===== src/rtl/adder_pkg.sv =====
// Shared constants and helpers for the pipelined add/subtract unit.
package adder_pkg;

    localparam logic OP_ADD = 1'b0;
    localparam logic OP_SUB = 1'b1;

    function automatic int seg_w(input int width, input int segs);
        return width / segs;
    endfunction

endpackage


===== src/rtl/adder_seg.sv =====
// One carry-chain slice: W-bit add with carry-in, sum and carry registered on enable.
module adder_seg
    import adder_pkg::*;
#(
    parameter int W = 8
) (
    input  logic         clk,
    input  logic         rst,
    input  logic         en,
    input  logic [W-1:0] a,
    input  logic [W-1:0] b,
    input  logic         cin,
    output logic [W-1:0] sum_q,
    output logic         cout_q
);

    logic [W-1:0] sum_d;
    logic         cout_d;

    always_comb begin
        {cout_d, sum_d} = {1'b0, a} + {1'b0, b} + {{W{1'b0}}, cin};
    end

    always_ff @(posedge clk) begin
        if (rst) begin
            sum_q  <= '0;
            cout_q <= 1'b0;
        end else if (en) begin
            sum_q  <= sum_d;
            cout_q <= cout_d;
        end
    end

endmodule


===== src/rtl/adder_pipe.sv =====
// Pipelined add/subtract with valid/ready handshake; the carry chain is cut into SEGS
// registered slices, and a stall at the output freezes every stage together.
module adder_pipe
    import adder_pkg::*;
#(
    parameter int WIDTH = 32,
    parameter int SEGS  = 4
) (
    input  logic             clk,
    input  logic             rst,
    input  logic             in_valid,
    output logic             in_ready,
    input  logic [WIDTH-1:0] a_in,
    input  logic [WIDTH-1:0] b_in,
    input  logic             c_in,
    input  logic             op_sub,
    output logic             out_valid,
    input  logic             out_ready,
    output logic [WIDTH-1:0] sum_out,
    output logic             c_out,
    output logic             ovf_out
);

    localparam int W = seg_w(WIDTH, SEGS);

    if (SEGS < 1 || (WIDTH % SEGS) != 0) begin : g_bad_cfg
        $error("adder_pipe: WIDTH must be a multiple of SEGS and SEGS >= 1");
    end

    logic             adv;
    logic             is_sub;
    logic [WIDTH-1:0] b_eff;
    logic             cin_eff;

    // Per-stage state: valid bit, operand delay lines, and finished lower sum slices.
    logic             v_q  [SEGS];
    logic             v_d  [SEGS];
    logic [WIDTH-1:0] a_q  [SEGS];
    logic [WIDTH-1:0] a_d  [SEGS];
    logic [WIDTH-1:0] b_q  [SEGS];
    logic [WIDTH-1:0] b_d  [SEGS];
    logic [WIDTH-1:0] sd_q [SEGS];
    logic [WIDTH-1:0] sd_d [SEGS];
    logic             cin_d[SEGS];
    logic [W-1:0]     seg_sum [SEGS];
    logic             seg_c   [SEGS];
    logic [WIDTH-1:0] full_sum[SEGS];

    assign is_sub    = (op_sub == OP_SUB);
    assign b_eff     = b_in ^ {WIDTH{is_sub}};
    assign cin_eff   = c_in ^ is_sub;
    assign out_valid = v_q[SEGS-1];
    assign adv       = !(out_valid && !out_ready);
    assign in_ready  = adv;

    always_comb begin
        for (int k = 0; k < SEGS; k++) begin
            full_sum[k]              = sd_q[k];
            full_sum[k][k*W +: W]    = seg_sum[k];
        end
    end

    always_comb begin
        v_d[0]   = in_valid;
        a_d[0]   = a_in;
        b_d[0]   = b_eff;
        sd_d[0]  = '0;
        cin_d[0] = cin_eff;
        for (int k = 1; k < SEGS; k++) begin
            v_d[k]   = v_q[k-1];
            a_d[k]   = a_q[k-1];
            b_d[k]   = b_q[k-1];
            sd_d[k]  = full_sum[k-1];
            cin_d[k] = seg_c[k-1];
        end
    end

    // Data registers load only with valid beats so outputs keep their last value across bubbles.
    always_ff @(posedge clk) begin
        if (rst) begin
            for (int k = 0; k < SEGS; k++) begin
                v_q[k]  <= 1'b0;
                a_q[k]  <= '0;
                b_q[k]  <= '0;
                sd_q[k] <= '0;
            end
        end else if (adv) begin
            for (int k = 0; k < SEGS; k++) begin
                v_q[k] <= v_d[k];
                if (v_d[k]) begin
                    a_q[k]  <= a_d[k];
                    b_q[k]  <= b_d[k];
                    sd_q[k] <= sd_d[k];
                end
            end
        end
    end

    for (genvar gi = 0; gi < SEGS; gi++) begin : g_seg
        adder_seg #(.W(W)) u_seg (
            .clk    (clk),
            .rst    (rst),
            .en     (adv && v_d[gi]),
            .a      (a_d[gi][gi*W +: W]),
            .b      (b_d[gi][gi*W +: W]),
            .cin    (cin_d[gi]),
            .sum_q  (seg_sum[gi]),
            .cout_q (seg_c[gi])
        );
    end

    assign sum_out = full_sum[SEGS-1];
    assign c_out   = seg_c[SEGS-1];
    assign ovf_out = (a_q[SEGS-1][WIDTH-1] == b_q[SEGS-1][WIDTH-1]) &&
                     (sum_out[WIDTH-1] != a_q[SEGS-1][WIDTH-1]);

endmodule

===== config.mk =====
export PLATFORM = sky130hd
export DESIGN_NAME = adder_pipe
export DESIGN_NICKNAME = d
export VERILOG_FILES = /design/src/rtl/adder_pkg.sv /design/src/rtl/adder_seg.sv /design/src/rtl/adder_pipe.sv
export SDC_FILE = /design/constraint.sdc
export NUM_CORES = 1
export LEC_CHECK = 0
export BUFFER_PORTS_ARGS = -buffer_cell sky130_fd_sc_hd__buf_4
export CAP_MARGIN = 20
export CORE_UTILIZATION = 50
export CTS_BUF_LIST = sky130_fd_sc_hd__clkbuf_16
export DETAILED_ROUTE_END_ITERATION = 7
export PLACE_DENSITY_LB_ADDON = 0.2
export SETUP_SLACK_MARGIN = 0.02
export SYNTH_ARGS = -nofsm -noshare
export SYNTH_HDL_FRONTEND = slang
export SYNTH_SLANG_ARGS = --single-unit

===== constraint.sdc =====
create_clock -name clk -period 5.25 [get_ports clk]
set_input_delay 1.575 -clock clk [delete_from_list [all_inputs] [get_ports clk]]
set_output_delay 1.575 -clock clk [all_outputs]
set_load 0.01 [all_outputs]

---- Word level (Yosys, flattened, before mapping) ----
Memories as Yosys holds them, arrays and structs flattened.
Index checks and enable logic that the tools add are counted.
storage, ports and cells
  register bits ........................... 36
  memory bits (writable) .................. 388
  bits of input ports ..................... 70
  output and inout port bits .............. 36
  memories ................................ 4
cells by class
  add/sub/neg operators ................... 8
  equality and inequality tests ........... 2
  mux-type cells .......................... 37
  bitwise gates (word level) .............. 18
  reduce and logical (&&, ||, !) cells .... 8
memories
  name  depth  bits a word  rd ports  clocked after Yosys merged registers in  write ports  line              RTL
  a_q   4      32           4         0                                        4            adder_pipe.sv:38  logic [WIDTH-1:0] a_q [SEGS];
  b_q   4      32           4         0                                        4            adder_pipe.sv:40  logic [WIDTH-1:0] b_q [SEGS];
  sd_q  4      32           4         0                                        4            adder_pipe.sv:42  logic [WIDTH-1:0] sd_q [SEGS];
  v_q   4      1            4         0                                        4            adder_pipe.sv:36  logic v_q [SEGS];
operator list
  operator              number
  2-to-1 mux 32 bit     12
  adder 8 x 8 -> 9 bit  4
  adder 9 x 1 -> 9 bit  4
  bitwise XOR 32 bit    1
  2-to-1 mux 1 bit      25
  bitwise OR 1 bit      16
  logical AND 1 bit     6
  logical NOT 1 bit     2
  == test 1 bit         1
  != test 1 bit         1
  bitwise XOR 1 bit     1

---- Depth between registers and ports, before layout ----
Gate-level depths: netlist of the first run.
  depth after elaboration ................. 6
  depth in mapped cells ................... 10
  depth with buffers taken out ............ 8

---- Hierarchy ----
A second synthesis of the first run with hierarchy kept.
second synthesis, totals
  cells, all modules ...................... 690
  area, all modules ....................... 9798.1 µm²
modules (own cells, without submodules)
  module                           times used  cells an instance  area an instance (µm²)  sequential area each (µm²)
  adder_pipe                       1           414                7128.1                  4504.3
  adder_seg at g_seg[1].u_seg ...  2           69                 663.1                   180.2
  adder_seg at g_seg[3].u_seg      1           69                 678.2                   180.2
  adder_seg at g_seg[0].u_seg      1           69                 665.6                   180.2

---- Worst setup path after synthesis of the first run ----
Ideal clock, no wire load.
  path type ............................... input port to flip-flop
  start point ............................. in op_sub
  end point ............................... reg g_seg[0].u_seg.sum_q[6]
  library setup time ...................... 121 ps
  data arrival time ....................... 3807 ps
  path slack .............................. 1322 ps
  stages .................................. 10
  buffers on the path ..................... 2
  cell sequence ........................... clkbuf_1 buf_2 xor2_1 fa_1 fa_1 a211oi_1 o21bai_1 a21oi_1 xnor2_1 o21ai_0
between the ends
  word-level cells in the longest chain between the ends .. 3
ends and longest elaborated chain
  item                    line              RTL
  start, declared         adder_pipe.sv:16  input logic op_sub,
  bitwise XOR 32 bit      adder_pipe.sv:50  assign b_eff = b_in ^ {WIDTH{is_sub}};
  adder 8 x 8 -> 9 bit    adder_seg.sv:21   {cout_d, sum_d} = {1'b0, a} + {1'b0, b} + {{W{1'b0}}, cin};
  adder 9 x 1 -> 9 bit *  adder_seg.sv:21
  end signal, assigned    adder_seg.sv:29   sum_q <= sum_d;
  end, declared           adder_seg.sv:13   output logic [W-1:0] sum_q,
Every way passes the cells marked *; elsewhere a longest branch is shown, timed or not.
A chain may end at the register's enable or synchronous reset.

---- Worst setup path after layout of the first run ----
Ends and elaborated chain as after synthesis.

==> metrics.txt, run 1 <==
outcome=complete, no violations; top-count cell post-synth=edfxtp_1; EDFF count, synth=150; Slew Viols, Final=0; Post-DP HPWL=around 9900 um; WL per Instance=around 15 um; All-Layer GR Usage=0.167; pin count of the biggest net entering global routing=126; worst setup path endpoint=g_seg[0].u_seg.sum_q[6]; drt drc=0; Synthesized Nets=approximately 760; arrival time of the worst setup path=4.01 ns; PwrDens=~350 nW/um2; Num Clock Sinks=between 150 and 200; sequential share of the synthesized area=0.616; beginning of the critical path=op_sub; Leakage=approximately 0.0044 uW; Synth top cells by count=150 x edfxtp_1, 122 x and3_1, 36 x dfxtp_1, 35 x xnor2_1; Max rail drop VDD=0.000275 V; TritonCTS buffer count=17; cell count after synthesis=657; Area after DPL=a little over 9000 um2; DR vias/cell=between 5 and 6; post-CTS setup buffer count=0; worst r2r dst=g_seg[1].u_seg.sum_q[6]; area delta synth->final=15.2%; Layout Skew=about 0.0098 ns; routed vias=between 4000 and 5000; io pins=106; Clock Power Share=0.386; Sw Pwr=approximately 800 uW; post-layout min period=roughly 3.7 ns; DIE AREA=between 15000 and 20000 um2; Chip Width=~130 um; total routed wirelength=13900 um; Finished Core Util=0.589; switching part of the total=0.231; Max clock buf depth=2; HP Class=register to register; Setup crit end kind=register; H-Tree Depth=4; Reg2Reg Depth=7; Total Power=around 3400 uW; total of max-cap violations=0; Fillers=~1400; type of origin of the critical path=primary input; count of final setup violators=0; WL met1=~6800 um; internal power=2620 uW; final worst-path cycle share=0.708; global route overflow=0; WP data required=approximately 5.6 ns; core area=16600 um2; FP Rows=between 40 and 50; Skew-Pair Late Insertion Delay=approximately 0.43 ns; initial antenna violation count=0; Worst Tran Pin Value=~1.1 ns; slew margin rel.=0.297; Yosys top cell by area=edfxtp_1; RSZ-0062 raised after global routing=no; flop2flop setup slack=2.79 ns; met3 WL=~750 um; Detailed Route Iter0 Violations=between 200 and 250; critical path class=primary input to register; setup_tns=0 ns; YS warnings=0; vias in the first global route=about 4600; final hold violation count=0; CTS tree=done; CTS root buf=clkbuf_16; design area=~9800 um2; Max Used Layer=met4; met2 wire length=6190 um; chip height=132 um; Reg clk slew, reported paths=0.06 ns; post-synth top area share=0.531; Final ANT Viol Nets=0; I/O Buffers=105; mapped cell area=8490 um2; worst r2r src=a_q[0][8]; Synth async-reset ratio=0; post-CTS sizing=0; first-pass GRT wire length=~23000 um; number of diodes=0; power share of the sequential group=0.510; TritonRoute pass-1 iters=5; syn_area_per_cell=between 10 and 15 um2; synth top area cells=edfxtp_1 53%, and3_1 9.0%, dfxtp_1 8.5%; Primary FF master, synth=edfxtp_1; Placer Congestion=~0.8; Hold Buf Count CTS=0; Distinct cells, synth=between 40 and 50; Max FO, Critical Path=33; layout cell share with drive strength beyond 1=0.214; Initial Util=0.512; Nets=823; flop and latch count out of synthesis=186; Max Freq=approximately 270 MHz; combinational fraction of design power=0.104
[how the worst min path moves through the flow]
stage                                       start                       to  depth (start not counted)
final                     g_seg[0].u_seg.sum_q[7]  g_seg[0].u_seg.sum_q[7]                          2
after CTS                 g_seg[0].u_seg.sum_q[7]  g_seg[0].u_seg.sum_q[7]                          2
after global placement    g_seg[2].u_seg.sum_q[2]  g_seg[2].u_seg.sum_q[2]                          2
after floorplan           g_seg[0].u_seg.sum_q[2]  g_seg[0].u_seg.sum_q[2]                          2
after detailed placement  g_seg[0].u_seg.sum_q[7]  g_seg[0].u_seg.sum_q[7]                          2
after global routing      g_seg[0].u_seg.sum_q[7]  g_seg[0].u_seg.sum_q[7]                          2
[cell families (layout without fill, tap and decap cells)]
group                    count (synthesis)  after routing  share of synthesized area
AO/OA/AOI/OAI                          110            110                     0.0877
XOR/XNOR                                50             50                     0.0516
adder cells (fa/ha/maj)                 36             36                     0.0601
buffers and inverters                   81            154                     0.0569
flip-flops                             186            186                      0.616
AND/OR/NAND/NOR                        194            194                      0.128
[cell usage in the layout, fill, tap and decap left out, types with 4 or more instances in the layout]
master,instances
a211oi_1,10
a21o_1,9
a21oi_1,16
a22o_1,16
and3_1,122
buf_4,109
clkbuf_16,17
dfxtp_1,36
edfxtp_1,150
fa_1,8
ha_1,28
inv_1,12
nand2_1,22
nor2_1,33
nor3_1,5
o21ai_0,28
o21ai_1,4
o21bai_1,6
xnor2_1,35
xor2_1,15
[state kept, by name, indices dropped and copies added (netlist names)]
register / count
g_seg.u_seg.cout_q: 4
sd_q: 48
v_q: 4
a_q: 49
b_q: 49
g_seg.u_seg.sum_q: 32
[metrics by stage]
stage	hold slack, ns	setup WS (ns)	instances
2_1_floorplan	0.417	1.32	657
3_3_place_gp	0.433	1.22	917
3_5_place_dp	0.437	1.10	917
4_1_cts	0.452	1.56	949
5_1_grt	0.478	1.34	950
6_report	0.448	1.53	950
[worst max-delay path, cell delays in order]
cell and delay, ns:
buf_4 0.40, xor2_1 0.17, fa_1 0.49, fa_1 0.46, a211oi_1 0.31, o21bai_1 0.14, a21oi_1 0.24, xnor2_1 0.14
o21ai_0 0.08
[power by group through the flow]
stage          clock [uW]  combinational, uW  sequential [uW]
2_1_floorplan           0                261             1750
3_3_place_gp            0                340             1760
3_5_place_dp            0                351             1770
4_1_cts              1330                353             1740
5_1_grt              1380                394             1750
6_report             1310                353             1730
[area by class of cell]
cell class | instances | area (um2) | area share
Sequential cell | 186 | 5230 | 0.535
Inverter | 12 | 45.0 | 0.00461
Clock buffer | 17 | 425 | 0.0435
Tap cell | 220 | 275 | 0.0282
Timing Repair Buffer | 110 | 833 | 0.0853
Clock inverter | 15 | 190 | 0.0195
Multi-Input combinational cell | 390 | 2780 | 0.284
[metal layers]
| layer | GRT usage | vias to the layer above |
|---|---|---|
| li1 | - | 2504 |
| met1 | 0.229 | 2228 |
| met2 | 0.253 | 132 |
| met3 | 0.0442 | 18 |
| met4 | 0.0690 | 0 |
| met5 | 0 | - |
No activity file was read; power rests on OpenSTA's default activity.
==> run 2: changes to the inputs <==
Clock period 5.25 ns to 3.3 ns, I/O delays scaled along.
==> metrics.txt, run 2 (synthesis results as in run 1) <==
outcome=complete, no violations; Reg clk slew, reported paths=around 0.060 ns; pin count of the biggest net entering global routing=between 50 and 60; crit-path cells=buf_4, xor2_1, fa_1, fa_1, a211oi_1, o21bai_1, a21oi_1, xnor2_1, o21ai_0; Hold Buf Count CTS=0; dpl ws=0.105 ns; crit-path leading delay family=adder cells; I/O Buffers=between 100 and 150; TritonRoute pass-1 iters=4; most frequent cells in the layout=150 x edfxtp_1, 122 x and3_1, 116 x buf_4, 36 x dfxtp_1, 35 x xnor2_1; count of final setup violators=0; Worst Tran Pin Value=roughly 1.0 ns; Post-DP HPWL=9990 um; Setup crit end kind=register; Nets=~830; Final ANT Viol Nets=0; Max clock buf depth=2; post-CTS sizing=0; HP Class=register to register; post-CTS setup buffer count=0; post-layout min period=~2.8 ns; DR vias/cell=5.08; Num Clock Sinks=186; combinational fraction of design power=0.107; Total Power=about 5200 uW; slew margin rel.=0.331; io pins=about 110; WP buf/inv=1; largest registers=a_q (49), b_q (49), sd_q (48); total routed wirelength=about 14000 um; Hold Worst Slack=0.454 ns; Chip Width=about 130 um; Detailed Route Iter0 Violations=roughly 370; Slew Viols, Final=0; arrival time of the worst setup path=between 3 and 4 ns; core area=between 15000 and 20000 um2; internal power=around 4000 uW; switching part of the total=0.232; WP data required=between 3 and 4 ns; Skew-Pair Late Insertion Delay=0.42 ns; CTS root buf=clkbuf_16; commonest non-fill, non-tap cell in the layout=edfxtp_1; chip height=about 130 um; Multi-input gate area=2780 um2; All-Layer GR Usage=0.165; first-pass GRT wire length=around 23000 um; RSZ-0062 raised after global routing=no; initial antenna violation count=0; Crit path top cell by count=fa_1; final worst-path cycle share=0.840; power share of the sequential group=0.528; Max Freq=about 360 MHz; setup_tns=0 ns; routed vias=a little under 5000; FP Rows=47; Reg area=about 5200 um2; TritonCTS buffer count=17; Layout Skew=about 0.0077 ns; crit-path max cell delay=around 0.46 ns; final hold violation count=0; drt drc=0; global route overflow=0; Leakage=between 0.004 and 0.005 uW; Finished Core Util=0.588; Max rail drop VDD=about 0.00043 V; Initial Util=0.512; Worst Slack Setup Final=around 0.53 ns; Clock Power Share=0.364; critical path class=primary input to register; H-Tree Depth=4; Max FO, Critical Path=4; Fillers=approximately 1300; Sw Pwr=approximately 1200 uW; Placer Congestion=~0.82; vias in the first global route=about 4700; CTS tree=done; total of max-cap violations=0; area delta synth->final=14.9%; DIE AREA=approximately 18000 um2; number of diodes=0; layout cell share with drive strength beyond 1=0.221; CP max-delay cell=fa_1; PwrDens=~540 nW/um2; WL per Instance=~15 um; type of origin of the critical path=primary input
-- run 2: changes by cell type in the layout (fill, tap and decap cells not counted), moves of 2 or more --
cell | before | now
inv_2 | 1 | 3
inv_4 | 0 | 4
clkinvlp_4 | 2 | 0
inv_8 | 3 | 0
clkbuf_16 | 17 | 19
bufinv_16 | 3 | 0
buf_4 | 109 | 116
-- run 2: power groups by stage --
stage / Sequential (uW) / Combinational (uW) / Clock (uW)
2_1_floorplan: 2780 / 415 / 0
3_3_place_gp: 2810 / 546 / 0
3_5_place_dp: 2810 / 563 / 0
4_1_cts: 2760 / 565 / 1930
5_1_grt: 2780 / 627 / 2030
6_report: 2760 / 562 / 1910
-- run 2: stage by stage --
step | area (um2) | cells
5_1_grt | 9760 | 956
4_1_cts | 9760 | 956
6_report | 9760 | 956
3_5_place_dp | 9200 | 924
3_3_place_gp | 9200 | 924
2_1_floorplan | 8490 | 657
-- run 2: final cells by class --
class                   instances  share of cell area
clock inverters                13             0.00872
multi-input cells             390               0.285
well taps                     220              0.0282
repair buffers                116              0.0893
flip-flops and latches        186               0.536
inverters                      12             0.00462
clock buffers                  19              0.0487
-- run 2: path summary, 6_finish.rpt --
check / startpoint / end / slack, ns / cells past startpoint
hold / removal: g_seg[0].u_seg.sum_q[3] / g_seg[0].u_seg.sum_q[3] / 0.45 / 2
setup reg to reg: a_q[0][8] / g_seg[1].u_seg.sum_q[6] / 0.84 / 7
hold reg to reg: g_seg[0].u_seg.sum_q[3] / g_seg[0].u_seg.sum_q[3] / 0.45 / 2
setup / recovery: op_sub / g_seg[0].u_seg.sum_q[6] / 0.53 / 9
-- run 2: worst register-to-register path, cell delays in order (launching register included) --
cell and delay [ns]:
edfxtp_1 0.40, fa_1 0.53, fa_1 0.46, a211oi_1 0.30, o21bai_1 0.12, a21o_1 0.21, xor2_1 0.15, a22o_1 0.19
-- run 2: metal layers --
metal  GRT usage  up-vias  share of wire
li1            -     2508              -
met1       0.241     2219           0.50
met2       0.246      124           0.45
met3      0.0373        4          0.044
met4      0.0562        0         0.0061
met5           0        -              0
